<file path="config.mk">
export PLATFORM = sky130hd
export DESIGN_NAME = addr8s_fault_monitor_flat
export DESIGN_NICKNAME = d
export VERILOG_FILES = /design/src/rtl/addr8s_pkg.sv /design/src/rtl/addr8s_fault_monitor_if.sv /design/src/rtl/addr8s_golden.sv /design/src/rtl/addr8s_fault_monitor.sv /design/src/flat_wrapper.sv
export SDC_FILE = /design/constraint.sdc
export NUM_CORES = 1
export LEC_CHECK = 0
export ABC_AREA = 1
export BUFFER_PORTS_ARGS = -buffer_cell sky130_fd_sc_hd__buf_2
export CORE_MARGIN = 4
export CORE_UTILIZATION = 56
export CTS_CLUSTER_SIZE = 16
export DETAILED_ROUTE_END_ITERATION = 10
export PLACE_DENSITY = 0.92
export SLEW_MARGIN = 20
export SYNTH_ARGS = -nofsm -noshare
export SYNTH_HDL_FRONTEND = slang
export SYNTH_SLANG_ARGS = --single-unit
</file>
<file path="constraint.sdc">
create_clock -name clk -period 2.3 [get_ports clk]
set_clock_uncertainty 0.05 [all_clocks]
set_input_delay 0.345 -clock clk [delete_from_list [all_inputs] [get_ports clk]]
set_output_delay 0.345 -clock clk [all_outputs]
set_load 0.1 [all_outputs]
</file>
<file path="src/rtl/addr8s_pkg.sv">
// Shared encodings and widths for the signed 8-bit adder fault monitor.
package addr8s_pkg;

    localparam int OP_W  = 8;
    localparam int SUM_W = 9;

    typedef enum logic [1:0] {
        ST_IDLE = 2'd0,
        ST_RUN  = 2'd1,
        ST_HALT = 2'd2
    } state_e;

endpackage

</file>
<file path="src/rtl/addr8s_fault_monitor_if.sv">
// Vector-in / checked-result-out handshake bundle of the fault monitor.
interface addr8s_fault_monitor_if;
    import addr8s_pkg::*;

    logic             in_valid;
    logic             in_ready;
    logic [OP_W-1:0]  a;
    logic [OP_W-1:0]  b;
    logic [SUM_W-1:0] sum_dut;
    logic             out_valid;
    logic             out_ready;
    logic [SUM_W-1:0] err_bits;
    logic             mismatch;

    modport master (
        output in_valid, a, b, sum_dut, out_ready,
        input  in_ready, out_valid, err_bits, mismatch
    );

    modport slave (
        input  in_valid, a, b, sum_dut, out_ready,
        output in_ready, out_valid, err_bits, mismatch
    );

endinterface

</file>
<file path="src/rtl/addr8s_golden.sv">
// Reference signed adder: sign-extends both operands to 9 bits and adds modulo 2^9.
module addr8s_golden
    import addr8s_pkg::*;
(
    input  logic [OP_W-1:0]  a,
    input  logic [OP_W-1:0]  b,
    output logic [SUM_W-1:0] sum
);

    assign sum = {a[OP_W-1], a} + {b[OP_W-1], b};

endmodule

</file>
<file path="src/rtl/addr8s_fault_monitor.sv">
// Two-stage checker comparing an external adder's O[8:0] against a golden sum,
// with saturating event counters, sticky error flag and halt-on-error control.
//
//   state   | meaning
//   --------+------------------------------------------------------------
//   IDLE    | no vector accepted since reset/clear
//   RUN     | vectors flowing
//   HALT    | a mismatch was delivered with halt_on_err; input blocked, pipe drains
module addr8s_fault_monitor
    import addr8s_pkg::*;
#(
    parameter int CNT_W = 16
) (
    input  logic                   clk,
    input  logic                   rst_n,
    addr8s_fault_monitor_if.slave  bus,
    input  logic                   halt_on_err,
    input  logic                   clear,
    output logic [CNT_W-1:0]       vec_cnt,
    output logic [CNT_W-1:0]       err_cnt,
    output logic                   sticky_err,
    output logic [1:0]             state
);

    localparam logic [CNT_W-1:0] CNT_ONE = {{(CNT_W-1){1'b0}}, 1'b1};
    localparam logic [CNT_W-1:0] CNT_MAX = '1;

    logic             s1_valid_q, s1_valid_d;
    logic [OP_W-1:0]  s1_a_q, s1_a_d;
    logic [OP_W-1:0]  s1_b_q, s1_b_d;
    logic [SUM_W-1:0] s1_sum_q, s1_sum_d;
    logic             s2_valid_q, s2_valid_d;
    logic [SUM_W-1:0] err_bits_q, err_bits_d;
    logic             mismatch_q, mismatch_d;
    logic [CNT_W-1:0] vec_cnt_q, vec_cnt_d;
    logic [CNT_W-1:0] err_cnt_q, err_cnt_d;
    logic             sticky_q, sticky_d;
    state_e           state_q, state_d;

    logic             out_hs, in_hs, s1_adv, s1_free, s2_free, in_ready_int;
    logic [SUM_W-1:0] golden_sum;
    logic [SUM_W-1:0] diff;

    addr8s_golden u_golden (
        .a   (s1_a_q),
        .b   (s1_b_q),
        .sum (golden_sum)
    );

    always_comb begin
        s2_free      = !s2_valid_q || bus.out_ready;
        out_hs       = s2_valid_q && bus.out_ready;
        s1_adv       = s1_valid_q && s2_free;
        s1_free      = !s1_valid_q || s2_free;
        in_ready_int = rst_n && s1_free && (state_q != ST_HALT);
        in_hs        = bus.in_valid && in_ready_int;
        diff         = s1_sum_q ^ golden_sum;

        s1_valid_d = s1_valid_q;
        s1_a_d     = s1_a_q;
        s1_b_d     = s1_b_q;
        s1_sum_d   = s1_sum_q;
        s2_valid_d = s2_valid_q;
        err_bits_d = err_bits_q;
        mismatch_d = mismatch_q;
        vec_cnt_d  = vec_cnt_q;
        err_cnt_d  = err_cnt_q;
        sticky_d   = sticky_q;
        state_d    = state_q;

        if (in_hs) begin
            s1_valid_d = 1'b1;
            s1_a_d     = bus.a;
            s1_b_d     = bus.b;
            s1_sum_d   = bus.sum_dut;
        end else if (s1_adv) begin
            s1_valid_d = 1'b0;
        end

        // Result registers only change on a fresh load, so they stay stable under stall.
        if (s1_adv) begin
            s2_valid_d = 1'b1;
            err_bits_d = diff;
            mismatch_d = |diff;
        end else if (out_hs) begin
            s2_valid_d = 1'b0;
        end

        if (clear) begin
            vec_cnt_d = '0;
            err_cnt_d = '0;
            sticky_d  = 1'b0;
            state_d   = ST_IDLE;
        end else begin
            if (out_hs) begin
                if (vec_cnt_q != CNT_MAX) vec_cnt_d = vec_cnt_q + CNT_ONE;
                if (mismatch_q) begin
                    if (err_cnt_q != CNT_MAX) err_cnt_d = err_cnt_q + CNT_ONE;
                    sticky_d = 1'b1;
                end
            end
            case (state_q)
                ST_IDLE: if (in_hs) state_d = ST_RUN;
                ST_RUN:  if (out_hs && mismatch_q && halt_on_err) state_d = ST_HALT;
                default: state_d = state_q;
            endcase
        end
    end

    always_ff @(posedge clk or negedge rst_n) begin
        if (!rst_n) begin
            s1_valid_q <= 1'b0;
            s1_a_q     <= '0;
            s1_b_q     <= '0;
            s1_sum_q   <= '0;
            s2_valid_q <= 1'b0;
            err_bits_q <= '0;
            mismatch_q <= 1'b0;
            vec_cnt_q  <= '0;
            err_cnt_q  <= '0;
            sticky_q   <= 1'b0;
            state_q    <= ST_IDLE;
        end else begin
            s1_valid_q <= s1_valid_d;
            s1_a_q     <= s1_a_d;
            s1_b_q     <= s1_b_d;
            s1_sum_q   <= s1_sum_d;
            s2_valid_q <= s2_valid_d;
            err_bits_q <= err_bits_d;
            mismatch_q <= mismatch_d;
            vec_cnt_q  <= vec_cnt_d;
            err_cnt_q  <= err_cnt_d;
            sticky_q   <= sticky_d;
            state_q    <= state_d;
        end
    end

    assign bus.in_ready  = in_ready_int;
    assign bus.out_valid = s2_valid_q;
    assign bus.err_bits  = err_bits_q;
    assign bus.mismatch  = mismatch_q;
    assign vec_cnt       = vec_cnt_q;
    assign err_cnt       = err_cnt_q;
    assign sticky_err    = sticky_q;
    assign state         = state_q;

endmodule

</file>
<file path="src/flat_wrapper.sv">
// flat-port wrapper written by rule: the top's interface ports become plain ports
module addr8s_fault_monitor_flat import addr8s_pkg::*;
#(
    parameter int CNT_W = 16
)
  (clk, rst_n, halt_on_err, clear, vec_cnt, err_cnt, sticky_err, state, bus_in_valid, bus_a, bus_b, bus_sum_dut, bus_out_ready, bus_in_ready, bus_out_valid, bus_err_bits, bus_mismatch);
  addr8s_fault_monitor_if bus_i ();
  input  logic clk;
  input  logic rst_n;
  input  logic halt_on_err;
  input  logic clear;
  output logic [CNT_W-1:0] vec_cnt;
  output logic [CNT_W-1:0] err_cnt;
  output logic sticky_err;
  output logic [1:0] state;
  input wire logic [$bits(bus_i.in_valid)-1:0] bus_in_valid;
  input wire logic [$bits(bus_i.a)-1:0] bus_a;
  input wire logic [$bits(bus_i.b)-1:0] bus_b;
  input wire logic [$bits(bus_i.sum_dut)-1:0] bus_sum_dut;
  input wire logic [$bits(bus_i.out_ready)-1:0] bus_out_ready;
  output wire logic [$bits(bus_i.in_ready)-1:0] bus_in_ready;
  output wire logic [$bits(bus_i.out_valid)-1:0] bus_out_valid;
  output wire logic [$bits(bus_i.err_bits)-1:0] bus_err_bits;
  output wire logic [$bits(bus_i.mismatch)-1:0] bus_mismatch;
  assign bus_i.in_valid = bus_in_valid;
  assign bus_i.a = bus_a;
  assign bus_i.b = bus_b;
  assign bus_i.sum_dut = bus_sum_dut;
  assign bus_i.out_ready = bus_out_ready;
  assign bus_in_ready = bus_i.in_ready;
  assign bus_out_valid = bus_i.out_valid;
  assign bus_err_bits = bus_i.err_bits;
  assign bus_mismatch = bus_i.mismatch;
  addr8s_fault_monitor #(.CNT_W(CNT_W)) u_core (.clk(clk), .rst_n(rst_n), .bus(bus_i), .halt_on_err(halt_on_err), .clear(clear), .vec_cnt(vec_cnt), .err_cnt(err_cnt), .sticky_err(sticky_err), .state(state));
endmodule
</file>
==> metrics.txt, run 1 <==
Int Pwr=about 0.0024 W; Seq/Total Area, Yosys=0.450; largest net degree at the start of global routing=73; Mapped Cells=529; routability cong.=~0.92; I/O Buffers=77; final setup violation count=0; first-pass GRT wire length=16300 microns; Yosys reg bits=between 70 and 80; drt total wl=9630 microns; Net Count, Synth=571; Sw Pwr=0.00193 W; worst rel slew slack=0.404; nature of the critical path endpoint=flip-flop; Core Box Area=6870 sq um; DIE HEIGHT=92.6 microns; ANT nets after route=0; Final Critical Period=2.15 ns; Comb power frac=0.422; dpl cells=approximately 700; CTS Buf Count=9; Die Wd=92.6 microns; worst-case clock buffer depth=2; most instantiated library cell after synthesis=nand2_1; Initial DRC Count=210; hold_buf cts=0; hold slack final=0.157 ns; Syn-to-layout area delta=18.5%; switching fraction of total power=0.449; PwrDens=906 nW/um^2; CTS clk-pin slew, worst paths=about 0.070 ns; DR vias=3794; TritonRoute pass-1 iters=5; Crit path required time=~2.5 ns; diode count=0; fill cell count=~560; Overall Power=0.00430 W; FMAX=466 MHz; root buf cell=clkbuf_8; Synth area leaders=dfrtp_1 (45%), nand2_1 (18%), inv_1 (5.3%); vias in the first global route=about 3700; worst-path fanout max=3; Post-DP HPWL=7030 microns; max cap viols=0; synthesized cell area=4000 sq um; top cell type's share of synthesized area=0.450; Least-Margin Pin Slew=between 0.8 and 0.9 ns; worst min path class=input port to flip-flop; Starting Density=0.583; grt ovf=0; Distinct cells, synth=36; average routed wire per standard cell=13.5 microns; Post-synth EDFFs=0; Post-synth top cells=nand2_1 (188), dfrtp_1 (72), inv_1 (57); clock network power share=0.211; CTS tree=done; ys async rst share=1.00; Final #Nets=around 660; worst-skew pair later-pin latency=between 0.3 and 0.4 ns; cell taking the most area after synthesis=dfrtp_1; vias per cell=5.31; Die Area=between 8000 and 9000 sq um; status=finished, final reports clean; synth warn=0; Synth Flop Type=dfrtp_1; Peak VDD IR=0.000544 V; # rows=30; LEAKAGE=2.47 nW; Reg power frac=0.367; max-slew violations=0; io pins=78; kind of critical path=flip-flop to flip-flop; # H-tree levels=3; Syn Area/Cell=7.57 sq um; Total Routing Usage GR=0.235; DR DRC count=0; Arr. time, crit path=2.33 ns; CTS Sinks=72; Finished Layout Cells=714; final hold vios=0; share of layout cells above drive strength 1=0.199; Worst setup SP type=flip-flop; antenna violations before repair=0; Final period util=0.934
## final timing paths
check,depth (start not counted),slack (ns),start,end
min,3,0.16,bus_b[4],u_core.s1_b_q[4]
min reg2reg,2,0.43,u_core.s1_a_q[3],u_core.s1_a_q[3]
max,13,0.15,u_core.s1_b_q[0],u_core.bus.mismatch
max in group asynchronous,2,1.34,rst_n,u_core.err_cnt[1]
min in group asynchronous,2,0.22,rst_n,u_core.s1_a_q[1]
max reg2reg,13,0.15,u_core.s1_b_q[0],u_core.bus.mismatch
## flip-flops by register name (all words and copies together), names as in the netlist, 2 cells and up
name / count
u_core.s1_a_q: 8
u_core.err_cnt: 16
u_core.state: 2
u_core.bus.err_bits: 9
u_core.s1_sum_q: 9
u_core.s1_b_q: 8
u_core.vec_cnt: 16
## power groups by stage
| stage | clock, W | sequential, W | combinational (W) |
|---|---|---|---|
| 2_1_floorplan | 0 | 0.00226 | 0.000704 |
| 3_3_place_gp | 0 | 0.00159 | 0.00170 |
| 3_5_place_dp | 0 | 0.00159 | 0.00174 |
| 4_1_cts | 0.000917 | 0.00158 | 0.00176 |
| 5_1_grt | 0.000967 | 0.00160 | 0.00195 |
| 6_report | 0.000907 | 0.00158 | 0.00181 |
## kinds of logic after synthesis
group | synth area share
xor+xnor | 0.0372
fa+ha+maj | 0.0363
compound gates | 0.0856
flops | 0.450
simple gates | 0.322
buf+inv | 0.0694
## layout make-up
class	instances	area, sq um	share of cell area
Multi-Input combinational cell	383	1940	0.410
Sequential cell	72	1810	0.382
Tap cell	96	120	0.0253
Clock buffer	15	176	0.0372
Timing Repair Buffer	84	453	0.0955
Inverter	64	240	0.0506
## timing repair
| item | CTS | global route |
|---|---|---|
| setup buffers | 0 | 2 |
| gates resized for setup | 0 | 3 |
| setup endpoints to repair | 0 | 1 |
## stage by stage
step,instance area (sq um),setup WS [ns],util,TNS (ns)
after floorplan,4010,0.0111,-,0
after global placement,4530,0.332,0.660,0
after detailed placement,4530,0.235,0.660,0
after CTS,4710,0.130,0.686,0
after global routing,4740,-0.0448,0.691,-0.0448
final,4740,0.152,0.691,0
## worst max-delay path, stage by stage (launching register included)
cell,delay [ns]
dfrtp_1,0.37
ha_2,0.22
inv_1,0.06
fa_1,0.55
xor2_2,0.18
nand2_1,0.07
nor2_1,0.10
nand2_1,0.06
inv_1,0.07
nand2_1,0.05
nor2_1,0.08
nand2_1,0.05
nor2_1,0.09
nor2_1,0.05
## cell usage in the layout, fill, tap and decap left out, drive strengths merged
master  count
a31oi       2
and3        1
xor2       13
buf        84
o21a        2
o31ai       7
dfrtp      72
nor3       16
nand2     190
clkbuf     15
or2         1
nand3      41
nand3b      1
ha         10
a31o        1
and2        1
clkinv      1
xnor2       4
nand4      15
inv        63
a21boi      2
a32o        1
fa          1
nor2       31
a21oi       7
o21ai      35
o21bai      1
## routing by layer
| layer | vias to the layer above | global-route usage | part of all wire |
|---|---|---|---|
| li1 | 1869 | - | - |
| met1 | 1733 | 0.314 | 0.44 |
| met2 | 170 | 0.375 | 0.47 |
| met3 | 22 | 0.0431 | 0.072 |
| met4 | 0 | 0.0990 | 0.025 |
| met5 | - | 0 | 0 |
Power figures use the tool's default switching activity.
==> inputs of run 2 (changes only) <==
Settings changed: CORE_UTILIZATION 56 to 50, PLACE_DENSITY 0.92 to 0.84.
==> run 2 against run 1 <==
Net effect: final cell count is 0.70% higher; non-clock buffer count is 2 lower; count of clock-buffer cells in the layout is 5 lower; via count shrank 2.4%; worst hold slack got worse by 0.016 ns; combinational power fell by 3%; utilization is 8.4 points lower; register-to-register slack improved by 0.04 ns; setup slack better by 0.037 ns; sequential share of layout area increased by 0.23 points; largest power group unchanged.
==> metrics.txt, run 2 (synthesis results as in run 1) <==
status=finished, final reports clean; first-pass GRT wire length=16000 microns; crit path max-delay cell type=fa_1; grt ovf=0; critical path's largest stage delay=0.45 ns; Peak VDD IR=0.000497 V; DR DRC count=0; most frequent cells in the layout=nand2_1 (188), buf_2 (76), dfrtp_1 (65); Final #Nets=654; Reg power frac=0.372; CTS Buf Count=9; Post-DP HPWL=6980 microns; final hold vios=0; RSZ-0062 raised after global routing=false; PwrDens=895 nW/um^2; worst rel slew slack=0.404; vias in the first global route=3477; max-slew violations=0; Worst setup SP type=flip-flop; CP cell instances=ha_1 -> inv_1 -> fa_1 -> xor2_1 -> nand2_1 -> nor2_1 -> nand2_1 -> inv_1 -> nand2_1 -> nor2_1 -> nand2_1 -> nor2_1 -> nor2_1; Final Critical Period=2.11 ns; hold slack final=0.141 ns; antenna violations before repair=0; Final period util=0.918; nature of the critical path endpoint=flip-flop; Buf+Inv Stages, Crit Path=2; Initial DRC Count=196; Int Pwr=0.00227 W; kind of critical path=flip-flop to flip-flop; Post-Route Setup TNS=0 ns; largest net degree at the start of global routing=73; worst setup path start=u_core.s1_b_q[0]; vias per cell=about 5.2; DR vias=about 3700; FMAX=474 MHz; CTS tree=done; worst min path class=input port to flip-flop; ANT nets after route=0; Sw Pwr=approximately 0.002 W; Core Box Area=about 7800 sq um; worst-case clock buffer depth=2; Starting Density=0.515; diode count=0; drt total wl=roughly 9500 microns; CTS Sinks=72; worst-path fanout max=3; DIE HEIGHT=97.5 microns; switching fraction of total power=0.461; final setup violation count=0; I/O Buffers=77; Worst Hold Launch=bus_a[3]; TritonRoute pass-1 iters=6; most common cell after layout, fill and taps aside=nand2_1; io pins=approximately 80; Least-Margin Pin Slew=between 0.8 and 0.9 ns; clock network power share=0.214; Comb power frac=0.415; # H-tree levels=3; Syn-to-layout area delta=17.7%; CTS clk-pin slew, worst paths=0.08 ns; Arr. time, crit path=~2.3 ns; Crit path required time=approximately 2.5 ns; max cap viols=0; worst-skew pair later-pin latency=0.35 ns; hold_buf cts=0; CP top delay family=adder cells; post-cts resize count=0; share of layout cells above drive strength 1=0.198; LEAKAGE=2.46 nW; Die Area=9500 sq um; Total Routing Usage GR=0.203; root buf cell=clkbuf_8; # rows=32; Die Wd=97.5 microns; FF-to-FF Start=u_core.s1_b_q[0]; average routed wire per standard cell=between 10 and 15 microns; # Post-CTS Setup Buffers=0; routability cong.=about 0.9
==> run 2: cell types whose count changed in the layout (fill, tap and decap cells not counted), sizes merged <==
| cell | delta |
|---|---|
| buf | -2 |
| clkbuf | -5 |
| clkinvlp | +2 |
| clkinv | +4 |
==> run 2: worst paths after layout <==
kind	endpoint	slack, ns	depth (start not counted)
setup / recovery	u_core.bus.mismatch	0.19	13
hold / removal	u_core.s1_a_q[3]	0.14	3
setup reg to reg	u_core.bus.mismatch	0.19	13
hold reg to reg	u_core.bus.err_bits[0]	0.43	2
max in group asynchronous	u_core.vec_cnt[0]	1.35	2
min in group asynchronous	u_core.s1_sum_q[3]	0.22	2
==> run 2: worst register-to-register path: cells and delay by family, from the launching register on <==
| family | cells | cell delay [ns] |
|---|---|---|
| fa+ha+maj | 2 | 0.68 |
| simple gates | 8 | 0.55 |
| flops | 1 | 0.39 |
| xor+xnor | 1 | 0.20 |
| buf+inv | 2 | 0.14 |
==> run 2: power groups by stage <==
stage                     registers, W  logic [W]  clock network [W]
after floorplan                0.00226   0.000704                  0
after global placement         0.00159    0.00171                  0
after detailed placement       0.00159    0.00174                  0
after CTS                      0.00157    0.00176           0.000915
after global routing           0.00160    0.00191           0.000979
final                          0.00157    0.00175           0.000902
==> run 2: final cells by class <==
type                    count  area (sq um)
fillers                   707          3050
multi-input cells         383          1930
flip-flops and latches     72          1810
repair buffers             82           438
inverters                  64           240
clock buffers              10           138
well taps                 102           128
clock inverters             6          35.0
==> run 2: routing by layer <==
metal / vias to the layer above / GRT usage / wire (microns)
li1: 1867 / - / -
met1: 1683 / 0.277 / 4320
met2: 136 / 0.314 / 4320
met3: 17 / 0.0467 / 625
met4: 0 / 0.0799 / 184
met5: - / 0 / 0
==> run 2: metrics by stage <==
stage | util | area (sq um) | instances | setup WS, ns | power [W]
finish | 0.607 | 4710 | 719 | 0.189 | 0.00422
floorplan | - | 4010 | 529 | 0.0111 | 0.00296
CTS | 0.607 | 4710 | 719 | 0.197 | 0.00424
global placement | 0.585 | 4540 | 703 | 0.325 | 0.00329
global route | 0.607 | 4710 | 719 | 0.00857 | 0.00448
detailed placement | 0.585 | 4540 | 703 | 0.254 | 0.00334
